### config.mk
export PLATFORM = sky130hd
export DESIGN_NAME = airi5c_pcpi_master_flat
export DESIGN_NICKNAME = d
export VERILOG_FILES = /design/src/rtl/airi5c_pcpi_master_if.sv /design/src/rtl/airi5c_pcpi_master.sv /design/src/flat_wrapper.sv
export SDC_FILE = /design/constraint.sdc
export NUM_CORES = 1
export LEC_CHECK = 0
export ABC_CLOCK_PERIOD_IN_PS = 2300
export CAP_MARGIN = 10
export CORE_AREA = 2 2 157 159
export DETAILED_ROUTE_END_ITERATION = 16
export DIE_AREA = 0 0 159 161
export PLACE_DENSITY_LB_ADDON = 0.05
export SLEW_MARGIN = 30
export SYNTH_ARGS = -nofsm -noshare
export SYNTH_HDL_FRONTEND = slang
export SYNTH_SLANG_ARGS = --single-unit
### constraint.sdc
create_clock -name clk -period 2.3 [get_ports clk]
set_input_delay 0.345 -clock clk [delete_from_list [all_inputs] [get_ports clk]]
set_output_delay 0.345 -clock clk [all_outputs]
set_load 0.005 [all_outputs]
### src/rtl/airi5c_pcpi_master_if.sv
// rtl/airi5c_pcpi_master_if.sv - execute-stage request/response and PCPI bus bundle
interface airi5c_pcpi_master_if #(
  parameter int XLEN = 32
);
  logic            req_valid;
  logic            req_ready;
  logic [XLEN-1:0] req_insn;
  logic [XLEN-1:0] req_rs1;
  logic [XLEN-1:0] req_rs2;
  logic [XLEN-1:0] req_rs3;
  logic            kill;

  logic            resp_valid;
  logic            resp_ready;
  logic            resp_wr;
  logic [XLEN-1:0] resp_rd;
  logic [XLEN-1:0] resp_rd2;
  logic            resp_use_rd64;
  logic            resp_illegal;
  logic            resp_timeout;

  logic            pcpi_valid;
  logic [XLEN-1:0] pcpi_insn;
  logic [XLEN-1:0] pcpi_rs1;
  logic [XLEN-1:0] pcpi_rs2;
  logic [XLEN-1:0] pcpi_rs3;
  logic            pcpi_wr;
  logic [XLEN-1:0] pcpi_rd;
  logic [XLEN-1:0] pcpi_rd2;
  logic            pcpi_use_rd64;
  logic            pcpi_wait;
  logic            pcpi_ready;

  modport master (
    input  req_valid, req_insn, req_rs1, req_rs2, req_rs3, kill,
    output req_ready,
    output resp_valid, resp_wr, resp_rd, resp_rd2, resp_use_rd64, resp_illegal, resp_timeout,
    input  resp_ready,
    output pcpi_valid, pcpi_insn, pcpi_rs1, pcpi_rs2, pcpi_rs3,
    input  pcpi_wr, pcpi_rd, pcpi_rd2, pcpi_use_rd64, pcpi_wait, pcpi_ready
  );

  modport slave (
    output req_valid, req_insn, req_rs1, req_rs2, req_rs3, kill,
    input  req_ready,
    input  resp_valid, resp_wr, resp_rd, resp_rd2, resp_use_rd64, resp_illegal, resp_timeout,
    output resp_ready,
    input  pcpi_valid, pcpi_insn, pcpi_rs1, pcpi_rs2, pcpi_rs3,
    output pcpi_wr, pcpi_rd, pcpi_rd2, pcpi_use_rd64, pcpi_wait, pcpi_ready
  );
endinterface

### src/rtl/airi5c_pcpi_master.sv
// rtl/airi5c_pcpi_master.sv - core-side PCPI initiator with ack timeout and busy watchdog
module airi5c_pcpi_master #(
  parameter int XLEN        = 32,
  parameter int ACK_TIMEOUT = 16,
  parameter int BUSY_LIMIT  = 0
) (
  input  logic                 clk,
  input  logic                 reset,
  airi5c_pcpi_master_if.master bus
);

  localparam int CNT_TOP = (ACK_TIMEOUT > BUSY_LIMIT) ? ACK_TIMEOUT : BUSY_LIMIT;
  localparam int CNT_W   = $clog2(CNT_TOP) + 1;
  localparam logic [CNT_W-1:0] CNT_SAT   = '1;
  localparam logic [CNT_W-1:0] CNT_ONE   = CNT_W'(1);
  localparam logic [CNT_W-1:0] ACK_LAST  = CNT_W'(ACK_TIMEOUT - 1);
  localparam logic [CNT_W-1:0] BUSY_LAST = CNT_W'((BUSY_LIMIT > 0) ? BUSY_LIMIT - 1 : 0);
  localparam bit               WATCHDOG  = (BUSY_LIMIT > 0);

  typedef enum logic [2:0] {IDLE, ISSUE, BUSY, RESP, DRAIN} state_t;

  state_t          state_q, state_d;
  logic [CNT_W-1:0] cnt_q, cnt_d, cnt_inc;
  logic [XLEN-1:0] insn_q, insn_d, rs1_q, rs1_d, rs2_q, rs2_d, rs3_q, rs3_d;
  logic [XLEN-1:0] rd_q, rd_d, rd2_q, rd2_d;
  logic            wr_q, wr_d, use_rd64_q, use_rd64_d;
  logic            illegal_q, illegal_d, timeout_q, timeout_d;
  logic            capture, fail_ack, fail_busy;

  always_comb begin
    state_d    = state_q;
    cnt_d      = cnt_q;
    insn_d     = insn_q;
    rs1_d      = rs1_q;
    rs2_d      = rs2_q;
    rs3_d      = rs3_q;
    rd_d       = rd_q;
    rd2_d      = rd2_q;
    wr_d       = wr_q;
    use_rd64_d = use_rd64_q;
    illegal_d  = illegal_q;
    timeout_d  = timeout_q;
    capture    = 1'b0;
    fail_ack   = 1'b0;
    fail_busy  = 1'b0;
    cnt_inc    = (cnt_q == CNT_SAT) ? cnt_q : cnt_q + CNT_ONE;

    case (state_q)
      IDLE: begin
        if (bus.req_valid) begin
          insn_d  = bus.req_insn;
          rs1_d   = bus.req_rs1;
          rs2_d   = bus.req_rs2;
          rs3_d   = bus.req_rs3;
          cnt_d   = '0;
          state_d = ISSUE;
        end
      end
      ISSUE: begin
        // ready beats wait so a zero-wait coprocessor completes without entering BUSY
        if (bus.kill) begin
          state_d = IDLE;
        end else if (bus.pcpi_ready) begin
          capture = 1'b1;
        end else if (bus.pcpi_wait) begin
          cnt_d   = '0;
          state_d = BUSY;
        end else if (cnt_q == ACK_LAST) begin
          fail_ack = 1'b1;
        end else begin
          cnt_d = cnt_inc;
        end
      end
      BUSY: begin
        // a killed but claimed instruction may still pulse ready later; DRAIN swallows it
        if (bus.kill) begin
          cnt_d   = '0;
          state_d = DRAIN;
        end else if (bus.pcpi_ready) begin
          capture = 1'b1;
        end else if (WATCHDOG && cnt_q == BUSY_LAST) begin
          fail_busy = 1'b1;
        end else begin
          cnt_d = cnt_inc;
        end
      end
      RESP: begin
        if (bus.resp_ready || bus.kill) state_d = IDLE;
      end
      DRAIN: begin
        if (bus.pcpi_ready || (WATCHDOG && cnt_q == BUSY_LAST)) state_d = IDLE;
        else cnt_d = cnt_inc;
      end
      default: state_d = IDLE;
    endcase

    if (capture) begin
      wr_d       = bus.pcpi_wr;
      rd_d       = bus.pcpi_rd;
      rd2_d      = bus.pcpi_rd2;
      use_rd64_d = bus.pcpi_use_rd64;
      illegal_d  = 1'b0;
      timeout_d  = 1'b0;
      state_d    = RESP;
    end else if (fail_ack || fail_busy) begin
      wr_d       = 1'b0;
      rd_d       = '0;
      rd2_d      = '0;
      use_rd64_d = 1'b0;
      illegal_d  = fail_ack;
      timeout_d  = fail_busy;
      state_d    = RESP;
    end
  end

  always_ff @(posedge clk) begin
    if (reset) begin
      state_q    <= IDLE;
      cnt_q      <= '0;
      insn_q     <= '0;
      rs1_q      <= '0;
      rs2_q      <= '0;
      rs3_q      <= '0;
      rd_q       <= '0;
      rd2_q      <= '0;
      wr_q       <= 1'b0;
      use_rd64_q <= 1'b0;
      illegal_q  <= 1'b0;
      timeout_q  <= 1'b0;
    end else begin
      state_q    <= state_d;
      cnt_q      <= cnt_d;
      insn_q     <= insn_d;
      rs1_q      <= rs1_d;
      rs2_q      <= rs2_d;
      rs3_q      <= rs3_d;
      rd_q       <= rd_d;
      rd2_q      <= rd2_d;
      wr_q       <= wr_d;
      use_rd64_q <= use_rd64_d;
      illegal_q  <= illegal_d;
      timeout_q  <= timeout_d;
    end
  end

  assign bus.req_ready     = (state_q == IDLE);
  assign bus.pcpi_valid    = (state_q == ISSUE) || (state_q == BUSY);
  assign bus.resp_valid    = (state_q == RESP);
  assign bus.resp_wr       = wr_q;
  assign bus.resp_rd       = rd_q;
  assign bus.resp_rd2      = rd2_q;
  assign bus.resp_use_rd64 = use_rd64_q;
  assign bus.resp_illegal  = illegal_q;
  assign bus.resp_timeout  = timeout_q;
  assign bus.pcpi_insn     = insn_q;
  assign bus.pcpi_rs1      = rs1_q;
  assign bus.pcpi_rs2      = rs2_q;
  assign bus.pcpi_rs3      = rs3_q;

endmodule
### src/flat_wrapper.sv
// flat-port wrapper written by rule: the top's interface ports become plain ports
module airi5c_pcpi_master_flat 
#(
  parameter int XLEN        = 32,
  parameter int ACK_TIMEOUT = 16,
  parameter int BUSY_LIMIT  = 0
)
  (clk, reset, bus_req_valid, bus_req_insn, bus_req_rs1, bus_req_rs2, bus_req_rs3, bus_kill, bus_req_ready, bus_resp_valid, bus_resp_wr, bus_resp_rd, bus_resp_rd2, bus_resp_use_rd64, bus_resp_illegal, bus_resp_timeout, bus_resp_ready, bus_pcpi_valid, bus_pcpi_insn, bus_pcpi_rs1, bus_pcpi_rs2, bus_pcpi_rs3, bus_pcpi_wr, bus_pcpi_rd, bus_pcpi_rd2, bus_pcpi_use_rd64, bus_pcpi_wait, bus_pcpi_ready);
  airi5c_pcpi_master_if #(.XLEN(XLEN)) bus_i ();
  input  logic clk;
  input  logic reset;
  input wire logic [$bits(bus_i.req_valid)-1:0] bus_req_valid;
  input wire logic [$bits(bus_i.req_insn)-1:0] bus_req_insn;
  input wire logic [$bits(bus_i.req_rs1)-1:0] bus_req_rs1;
  input wire logic [$bits(bus_i.req_rs2)-1:0] bus_req_rs2;
  input wire logic [$bits(bus_i.req_rs3)-1:0] bus_req_rs3;
  input wire logic [$bits(bus_i.kill)-1:0] bus_kill;
  output wire logic [$bits(bus_i.req_ready)-1:0] bus_req_ready;
  output wire logic [$bits(bus_i.resp_valid)-1:0] bus_resp_valid;
  output wire logic [$bits(bus_i.resp_wr)-1:0] bus_resp_wr;
  output wire logic [$bits(bus_i.resp_rd)-1:0] bus_resp_rd;
  output wire logic [$bits(bus_i.resp_rd2)-1:0] bus_resp_rd2;
  output wire logic [$bits(bus_i.resp_use_rd64)-1:0] bus_resp_use_rd64;
  output wire logic [$bits(bus_i.resp_illegal)-1:0] bus_resp_illegal;
  output wire logic [$bits(bus_i.resp_timeout)-1:0] bus_resp_timeout;
  input wire logic [$bits(bus_i.resp_ready)-1:0] bus_resp_ready;
  output wire logic [$bits(bus_i.pcpi_valid)-1:0] bus_pcpi_valid;
  output wire logic [$bits(bus_i.pcpi_insn)-1:0] bus_pcpi_insn;
  output wire logic [$bits(bus_i.pcpi_rs1)-1:0] bus_pcpi_rs1;
  output wire logic [$bits(bus_i.pcpi_rs2)-1:0] bus_pcpi_rs2;
  output wire logic [$bits(bus_i.pcpi_rs3)-1:0] bus_pcpi_rs3;
  input wire logic [$bits(bus_i.pcpi_wr)-1:0] bus_pcpi_wr;
  input wire logic [$bits(bus_i.pcpi_rd)-1:0] bus_pcpi_rd;
  input wire logic [$bits(bus_i.pcpi_rd2)-1:0] bus_pcpi_rd2;
  input wire logic [$bits(bus_i.pcpi_use_rd64)-1:0] bus_pcpi_use_rd64;
  input wire logic [$bits(bus_i.pcpi_wait)-1:0] bus_pcpi_wait;
  input wire logic [$bits(bus_i.pcpi_ready)-1:0] bus_pcpi_ready;
  assign bus_i.req_valid = bus_req_valid;
  assign bus_i.req_insn = bus_req_insn;
  assign bus_i.req_rs1 = bus_req_rs1;
  assign bus_i.req_rs2 = bus_req_rs2;
  assign bus_i.req_rs3 = bus_req_rs3;
  assign bus_i.kill = bus_kill;
  assign bus_req_ready = bus_i.req_ready;
  assign bus_resp_valid = bus_i.resp_valid;
  assign bus_resp_wr = bus_i.resp_wr;
  assign bus_resp_rd = bus_i.resp_rd;
  assign bus_resp_rd2 = bus_i.resp_rd2;
  assign bus_resp_use_rd64 = bus_i.resp_use_rd64;
  assign bus_resp_illegal = bus_i.resp_illegal;
  assign bus_resp_timeout = bus_i.resp_timeout;
  assign bus_i.resp_ready = bus_resp_ready;
  assign bus_pcpi_valid = bus_i.pcpi_valid;
  assign bus_pcpi_insn = bus_i.pcpi_insn;
  assign bus_pcpi_rs1 = bus_i.pcpi_rs1;
  assign bus_pcpi_rs2 = bus_i.pcpi_rs2;
  assign bus_pcpi_rs3 = bus_i.pcpi_rs3;
  assign bus_i.pcpi_wr = bus_pcpi_wr;
  assign bus_i.pcpi_rd = bus_pcpi_rd;
  assign bus_i.pcpi_rd2 = bus_pcpi_rd2;
  assign bus_i.pcpi_use_rd64 = bus_pcpi_use_rd64;
  assign bus_i.pcpi_wait = bus_pcpi_wait;
  assign bus_i.pcpi_ready = bus_pcpi_ready;
  airi5c_pcpi_master #(.XLEN(XLEN), .ACK_TIMEOUT(ACK_TIMEOUT), .BUSY_LIMIT(BUSY_LIMIT)) u_core (.clk(clk), .reset(reset), .bus(bus_i));
endmodule
* Word-level counts from Yosys, hierarchy flattened
Cells that the tools add are included.
Operators by class: reduce and logical (&&, ||, !) cells 12, multiplexer cells 33, equal/unequal tests 21, add/sub/neg operators 1
Operators with widths (number):
- 32-bit 2-to-1 mux | 3
- 5-bit 2-to-1 mux | 8
- 3-bit 2-to-1 mux | 7
- 5-bit one-hot mux with 4 select lines | 1
- 3-bit one-hot mux with 5 select lines | 1
- 4-bit by 2-bit inequality test with 1-bit output (second input constant) | 3
- 6-bit AND reduction | 2
- 1-bit 2-to-1 mux | 11
- 2-bit inequality test (second input constant) | 5
- 5-bit by 3-bit inequality test with 1-bit output (second input constant) | 2
- 3-bit inequality test (second input constant) | 3
- 3-bit by 2-bit == test with 1-bit output (second input constant) | 2
- 5-bit by 1-bit adder with 5-bit output (second input constant) | 1
- 5-bit by 4-bit == test with 1-bit output (second input constant) | 1
- 5-bit == test (second input constant) | 1
- 5-bit AND reduction | 1
- 2-bit 2-to-1 mux | 2
- 4-bit by 1-bit inequality test with 1-bit output (second input constant) | 1
- 4-bit nonzero test | 1
- 2-bit OR reduction | 2
- 3-bit by 1-bit == test with 1-bit output (second input constant) | 1
- 3-bit == test (second input constant) | 1
- 3-bit zero test | 1
- 3-bit OR reduction | 1
- other kinds (4) | 5
Word-level totals: output and inout bits 199, logic and storage cells 79, register bits after elaboration 203, bits of input ports 201

* Longest topological paths before layout
Gate-level depths: netlist of the first run.
word-level depth 8, gate-level depth with buffers 8, depth with buffers taken out 6

* Worst setup path after synthesis of the first run
OpenSTA, ideal clock, no wires.
path type reg2reg, start register u_core.state_q[1], end register u_core.rd2_q[10] (netlist: u_core.bus.resp_rd2[10]), clock period less this slack 1.856 ns, data required time 2.183 ns, slack 0.444 ns, arrival 1.739 ns, stages on the path, launching flop included 8, path through dfxtp_1 > or4b_1 > nor3_2 > and2b_1 > nor2b_1 > buf_4 > buf_6 > a22o_1
On the way: cells in the longest elaborated chain, start to end 4
Ends and longest elaborated chain:
- from (decl) | line airi5c_pcpi_master.sv:22 | state_t state_q, state_d;
- from (signal assigned) | line airi5c_pcpi_master.sv:131 | state_q <= state_d;
- 3-bit by 2-bit == test with 1-bit output / 3-bit by 1-bit == test with 1-bit output (equally long branches) | line airi5c_pcpi_master.sv:48 | case (state_q)
- 2-bit OR reduction (no source line)
- 1-bit 2-to-1 mux
- 32-bit 2-to-1 mux / 2-bit nonzero test (equally long branches)
- to (signal assigned) | line airi5c_pcpi_master.sv:138 | rd2_q <= rd2_d;
- to (decl) | line airi5c_pcpi_master.sv:25 | logic [XLEN-1:0] rd_q, rd_d, rd2_q, rd2_d;
Parallel ways exist; a longest one is shown, timed or not. A chain may end at the register's enable or synchronous reset.

* Final worst setup path of the first run
start register u_core.state_q[0], end output port bus_pcpi_valid
On the way: cells in the longest elaborated chain, start to end 2
Ends and longest elaborated chain:
- 3-bit by 1-bit == test with 1-bit output / 3-bit by 2-bit == test with 1-bit output (equally long branches) | line airi5c_pcpi_master.sv:147 | assign bus.pcpi_valid = (state_q == ISSUE) || (state_q == BUSY);
- 1-bit logical OR * | line airi5c_pcpi_master.sv:147
- to (decl) | line flat_wrapper.sv:27 | output wire logic [$bits(bus_i.pcpi_valid)-1:0] bus_pcpi_valid;
Mark *: on every way between the ends. The rest lies on a longest branch, timed or not.

==> impl_results.md, run 1 <==
* GRT overflow at 0
* Final setup viols at 0
* Top cells by area in the synthesized netlist: dfxtp_1 57%, nand2_1 14%, a21oi_1 9.6%, a22o_1 8.2%, clkbuf_1 2.0%
* Global-route wire length before repair at roughly 37 mm
* Fmax at between 0.4 and 0.5 GHz
* Post-Place Cells at 1483
* Synthesized Nets at approximately 1000
* Final min period at roughly 2.2 ns
* Antenna violations before repair at 0
* Post-CTS setup buffers at 0
* Fin. Hold Viols at 0
* Top cell type by total area after synthesis: dfxtp_1
* WL final at 24.29 mm
* Vias in the first global route at roughly 6700
* RSZ-0062 raised after global routing: false
* Crit. End Element: primary output
* Number of flops mapped to enable cells by yosys at 0
* Worst-path clk slew at ~0.06 ns
* Root buf cell: clkbuf_16
* Initial Util at between 20% and 30%
* Count of cell types in the netlist at 45
* HPWL Detailed at 16.77 mm
* Vias per inst at about 4.5
* DR vias at ~6800
* Tightest Hold Check Type: input port to register
* Skew final at between 0.01 and 0.015 ns
* Iter 0 DRT Violations at about 400
* Skew-Pair Late Insertion Delay at around 0.51 ns
* Yosys top cell area share at 57.42%
* Worst hold endpoint: u_core.cnt_q[2]
* Most frequent cells after synthesis: 264 x nand2_1, 203 x dfxtp_1, 136 x a21oi_1
* Worst hold path depth at 2
* FF-to-FF Start: u_core.state_q[2]
* Avg Synthesized Cell Area at 8.804 um^2
* Most common flop cell mapped by yosys: dfxtp_1
* PortBufs at slightly below 400
* Chip height at approximately 160 um
* CTS tree: done
* Tcrit/Tclk final at between 90% and 100%
* WP data required at 1.96 ns
* Nets at around 1400
* # Max-Cap Violations at 0
* HP Start: reset
* Sink Count at 203
* CP max FO at 10
* CTS buffer count at 24
* Leak Pwr at about 4.5 nW
* Total power at approximately 0.012 W
* Worst-margin pin slew at 0.6739 ns
* Startpoint types: register
* Max Buffers Root-to-Sink at 3
* Pwr dens at 982.6 mW/mm^2
* Register area share after synthesis at approximately 57%
* Most common cell in the netlist: nand2_1
* Share of layout cells above drive strength 1 at 5.828%
* Post-Synthesis Cells at ~800
* Pins Over Slew Limit at 0
* Largest net degree at the start of global routing at a little over 80
* Die ar. at approximately 0.026 mm^2
* VDD IR max at between 0.0005 and 0.0006 V
* RR Endpoint: u_core.bus.resp_rd2[16]
* DRT antenna net count at 0
* R2r setup slk at 0.32 ns
* Core area at 0.02396 mm^2
* Placed Area at between 0.01 and 0.015 mm^2
* H-tree depth at 1
* Routed len/inst at 15.93 um
* Non-filler cells, final at roughly 1500
* Row cnt at 57
* #FFs+latches synth at between 200 and 250
* Gpl congestion at ~0.75
* WS Path Type: register to primary output
* Boundary Pins at 400
* Pre-antenna DRT Iters at 4
* Final instance area at about 0.012 mm^2
* Synth async-reset ratio at 0%
* Area grow syn2layout at 72.58%
* Status: finished, final reports clean
* CP arrival at around 1.8 ns
* Slew headroom at between 50% and 60%
* Antenna cells at 0
* Synth Cell Area at 0.007078 mm^2
* Worst hold margin at 0.1173 ns
* DR DRC count at 0
* Die W at around 160 um
* Number of warnings issued by yosys at 0
* FF-to-FF path depth at 6
* GRT Total Usage at between 10% and 20%
* Crit. Startpoint: u_core.state_q[0]
critical path, cell delays in order (launching register included):
cell	delay, ns
dfxtp_2	0.44
xor2_2	0.19
nor2b_1	0.16
clkdlybuf4s50_1	0.54
worst max path at each step:
stage | endpoint | slack (ns) | cells past startpoint
finish | bus_pcpi_valid | 0.11 | 3
global route | bus_pcpi_valid | 0.03 | 3
CTS | bus_req_ready | -0.03 | 2
detailed placement | u_core.bus.resp_rd2[16] | 0.04 | 7
global placement | u_core.bus.resp_rd2[10] | 0.06 | 7
floorplan | u_core.bus.resp_rd2[10] | 0.44 | 7
area by class of cell:
type,count,area (um^2)
Clock buffer,34,709.4
Clock inverter,8,65.06
Fill cell,2354,11750
Inverter,5,18.77
Multi-Input combinational cell,534,2749
Sequential cell,203,4069
Tap cell,324,405.4
Timing Repair Buffer,417,4199
through the flow:
step                      TNS [ns]  util, %  worst slack, ns
after global routing             0    50.98          0.02686
after global placement           0    47.67          0.05713
final                            0    50.98           0.1135
after floorplan                  0        -           0.4441
after detailed placement         0    47.67          0.03638
after CTS                 -0.03482    50.92         -0.03482
cells by family (layout without fill, tap and decap cells):
kind of cell	after synthesis	count (layout)	share of synthesized area (%)
DFF	203	203	57.42
buffers and inverters	67	464	4.278
xor gates and xnor gates	1	1	0.1238
AOI/OAI and AO/OA	229	229	20.56
and+or+nand+nor	302	302	17.39
other	1	1	0.05298
adders and majority gates	1	1	0.1767
flip-flops by register name, summed over array words and instances, names as in the netlist:
name / flops
u_core.bus.pcpi_insn: 32
u_core.bus.pcpi_rs1: 32
u_core.bus.pcpi_rs2: 32
u_core.bus.pcpi_rs3: 32
u_core.bus.resp_rd2: 32
u_core.bus.resp_rd: 32
u_core.cnt_q: 5
u_core.state_q: 3
u_core.bus.resp_illegal: 1
u_core.bus.resp_use_rd64: 1
u_core.bus.resp_wr: 1
per-layer routing:
layer | vias up | track usage [%] | share of wire (%) | routed length [um]
li1 | 3478 | - | - | -
met1 | 3039 | 19.95 | 39 | 9585
met2 | 254 | 31.32 | 48 | 11560
met3 | 43 | 7.627 | 10 | 2437
met4 | 0 | 5.579 | 2.9 | 707
met5 | - | 0 | 0 | 0
power by group:
part	internal (W)	switching, W
logic	0.00206	0.00176
registers	0.00415	0.000354
clock network	0.00224	0.00144
total	0.00845	0.00356
cell usage in the layout (no fill, tap or decap), drive strengths merged, types with 2 or more instances in the layout:
master,n
nand2b,4
clkbuf,34
dfxtp,203
nor4b,3
buf,20
a41oi,2
a221oi,2
nor3,6
clkdlybuf4s50,397
nor2,6
o21a,2
nor2b,5
a21oi,136
and3,2
inv,5
and2,3
o21ai,7
a211oi,2
or4b,2
nand4,2
clkinv,7
a31oi,3
a22o,66
nand2,264
timing repair:
| action | in CTS | in global routing |
|---|---|---|
| gates resized for setup | 3 | 2 |
| endpoints found under the hold margin | 0 | 0 |
| endpoints found under the setup margin | 3 | 2 |
| hold buffers | 0 | 0 |
Note: power is estimated with default switching activity, not from simulation.
==> run 2: changes to the inputs <==
Settings changed: CORE_AREA 2 2 157 159 to 2 2 153 155, DIE_AREA 0 0 159 161 to 0 0 155 157, DONT_BUFFER_PORTS from default to 1.
==> run 2 against run 1 <==
  * Combinational power down 25%
  * Clock-buffer cell count down 4
  * Final cell count down 16%
  * Non-clock buffer count down 197
  * Clock skew about the same
  * Sequential share of layout area up 6.3 points
  * Critical path type is now register to register
  * Largest power group unchanged
==> impl_results.md, run 2 (synthesis gave the netlist of run 1 again) <==
* Met3 wire len at between 2 and 2.5 mm
* Psw at 0.003550 W
* Crit. End Element: register
* WP data required at approximately 2.8 ns
* Global-route wire length before repair at 33.78 mm
* GRT Total Usage at between 15 and 20%
* RSZ-0062 raised after global routing: false
* Post-Place Cells at 1040
* DR DRC count at 0
* Root buf cell: clkbuf_16
* # Max-Cap Violations at 0
* Skew-Pair Late Insertion Delay at 0.52 ns
* Vias per inst at 4.957
* Final min period at roughly 2.1 ns
* Fin Setup TNS at 0 ns
* Pins Over Slew Limit at 0
* Nets at 1191
* H-tree depth at 1
* WS Path Type: register to register
* Startpoint types: register
* Clock power share at 32.2%
* Int Pwr at around 0.0076 W
* Fin. Hold Viols at 0
* Routed len/inst at between 15 and 20 um
* Sink Count at ~200
* Sw Share at a little under a third
* Gpl congestion at 0.7738
* Final WS setup at around 0.16 ns
* Most common cell after layout, fill and taps aside: nand2_1
* Total power at about 0.011 W
* Area grow syn2layout at 44.78%
* HPWL Detailed at roughly 14 mm
* Status: finished, final reports clean
* Row cnt at 55
* Pre-CTS setup slack at 0.3495 ns
* Leak Pwr at just under 4 nW
* Tightest Hold Check Type: input port to register
* Largest net degree at the start of global routing at 110
* Pre-antenna DRT Iters at 4
* DRT antenna net count at 0
* Vias in the first global route at 6436
* Initial Util at about a third
* Core area at 0.02250 mm^2
* Tcrit/Tclk final at 92.97%
* DR vias at approximately 6400
* Met1 wire length at 8.395 mm
* Die ar. at 0.02434 mm^2
* Final setup viols at 0
* CP arrival at between 2 and 3 ns
* GRT overflow at 0
* Top layer in use: met4
* Antenna cells at 0
* CTS tree: done
* Iter 0 DRT Violations at around 360
* Die W at 155 um
* Non-filler cells, final at ~1300
* Sequential Power Share at a little over two fifths
* VDD IR max at between 0.0005 and 0.0006 V
* Skew final at about 0.014 ns
* Chip height at between 150 and 200 um
* Slew headroom at between 60 and 70%
* CTS buffer count at 24
* Commonest non-fill, non-tap cells in the layout: 263 x nand2_1, 203 x dfxtp_1, 195 x dlygate4sd3_1, 136 x a21oi_1, 66 x a22o_1
* Met2 WL post-DR at between 10 and 15 mm
* Max Buffers Root-to-Sink at 3
* CP max FO at 15
* Worst-path clk slew at 0.06 ns
* Pwr dens at about 1100 mW/mm^2
* Fmax at 0.4676 GHz
* Fin util at between 40% and 50%
* Worst-margin pin slew at roughly 0.49 ns
* Antenna violations before repair at 0
* WL final at around 23 mm
* PortBufs at 0
* Share of layout cells above drive strength 1 at 7.178%
* Logic pwr share at roughly a quarter
* Boundary Pins at 400
run 2: changes by cell type in the layout (fill, tap and decap cells not counted), sizes merged:
cell / change
clkinv: +2
and2: +1
buf: +1
clkdlybuf4s50: -397
dlygate4sd3: +195
run 2: layout make-up:
type,count,area [um^2]
Sequential cell,203,4064
Tap cell,285,356.6
Clock inverter,10,90.09
Multi-Input combinational cell,535,2758
Timing Repair Buffer,220,2307
Inverter,5,18.77
Fill cell,2099,12260
Clock buffer,30,653.1
run 2: final timing paths:
| kind | startpoint | end | slack (ns) | cells past startpoint |
|---|---|---|---|---|
| setup reg to reg | u_core.state_q[0] | u_core.bus.pcpi_insn[25] | 0.16 | 8 |
| hold / removal | bus_pcpi_ready | u_core.bus.resp_illegal | 0.06 | 2 |
| setup / recovery | u_core.state_q[0] | u_core.bus.pcpi_insn[25] | 0.16 | 8 |
| hold reg to reg | u_core.bus.pcpi_rs1[11] | u_core.bus.pcpi_rs1[11] | 0.48 | 2 |
run 2: repair_timing:
action                                  CTS  global route
gates resized for setup                   0             5
hold endpoints to repair                199             0
buffers inserted                          0             7
hold buffers                            196             0
endpoints found under the setup margin    0            24
run 2: worst max-delay path, stage by stage, from the launching register on:
cell and delay [ns]:
dfxtp_1 0.31, buf_4 0.18, nor3_2 0.18, buf_4 0.21
and2_4 0.27, buf_12 0.16, nand2_1 0.07, a21oi_1 0.14
dlygate4sd3_1 0.57
run 2: metrics by stage:
step / hold WS, ns / instance area, um^2
after detailed placement: 0.4347 / 7336
after global placement: 0.4309 / 7336
final: 0.05627 / 10250
after floorplan: 0.4527 / 7078
after CTS: 0.02843 / 10060
after global routing: 0.03755 / 10250
run 2: power by group through the flow:
| stage | clock [W] | sequential [W] | combinational, W |
|---|---|---|---|
| 3_3_place_gp | 0 | 0.00476 | 0.00206 |
| 5_1_grt | 0.00383 | 0.00475 | 0.00319 |
| 2_1_floorplan | 0 | 0.00457 | 0.00165 |
| 6_report | 0.00357 | 0.00468 | 0.00285 |
| 3_5_place_dp | 0 | 0.00475 | 0.00214 |
| 4_1_cts | 0.00368 | 0.00468 | 0.00253 |
run 2: per-layer routing:
layer  up-vias  track usage (%)
li1       3091                -
met1      2984            17.31
met2       270            31.72
met3        40            7.021
met4         0            5.908
met5         -                0
==> run 3: changes to the inputs <==
Settings changed: SLEW_MARGIN 30 to default.
==> results of run 3 <==
Final layout, timing and power as in run 2 (identical DEF).
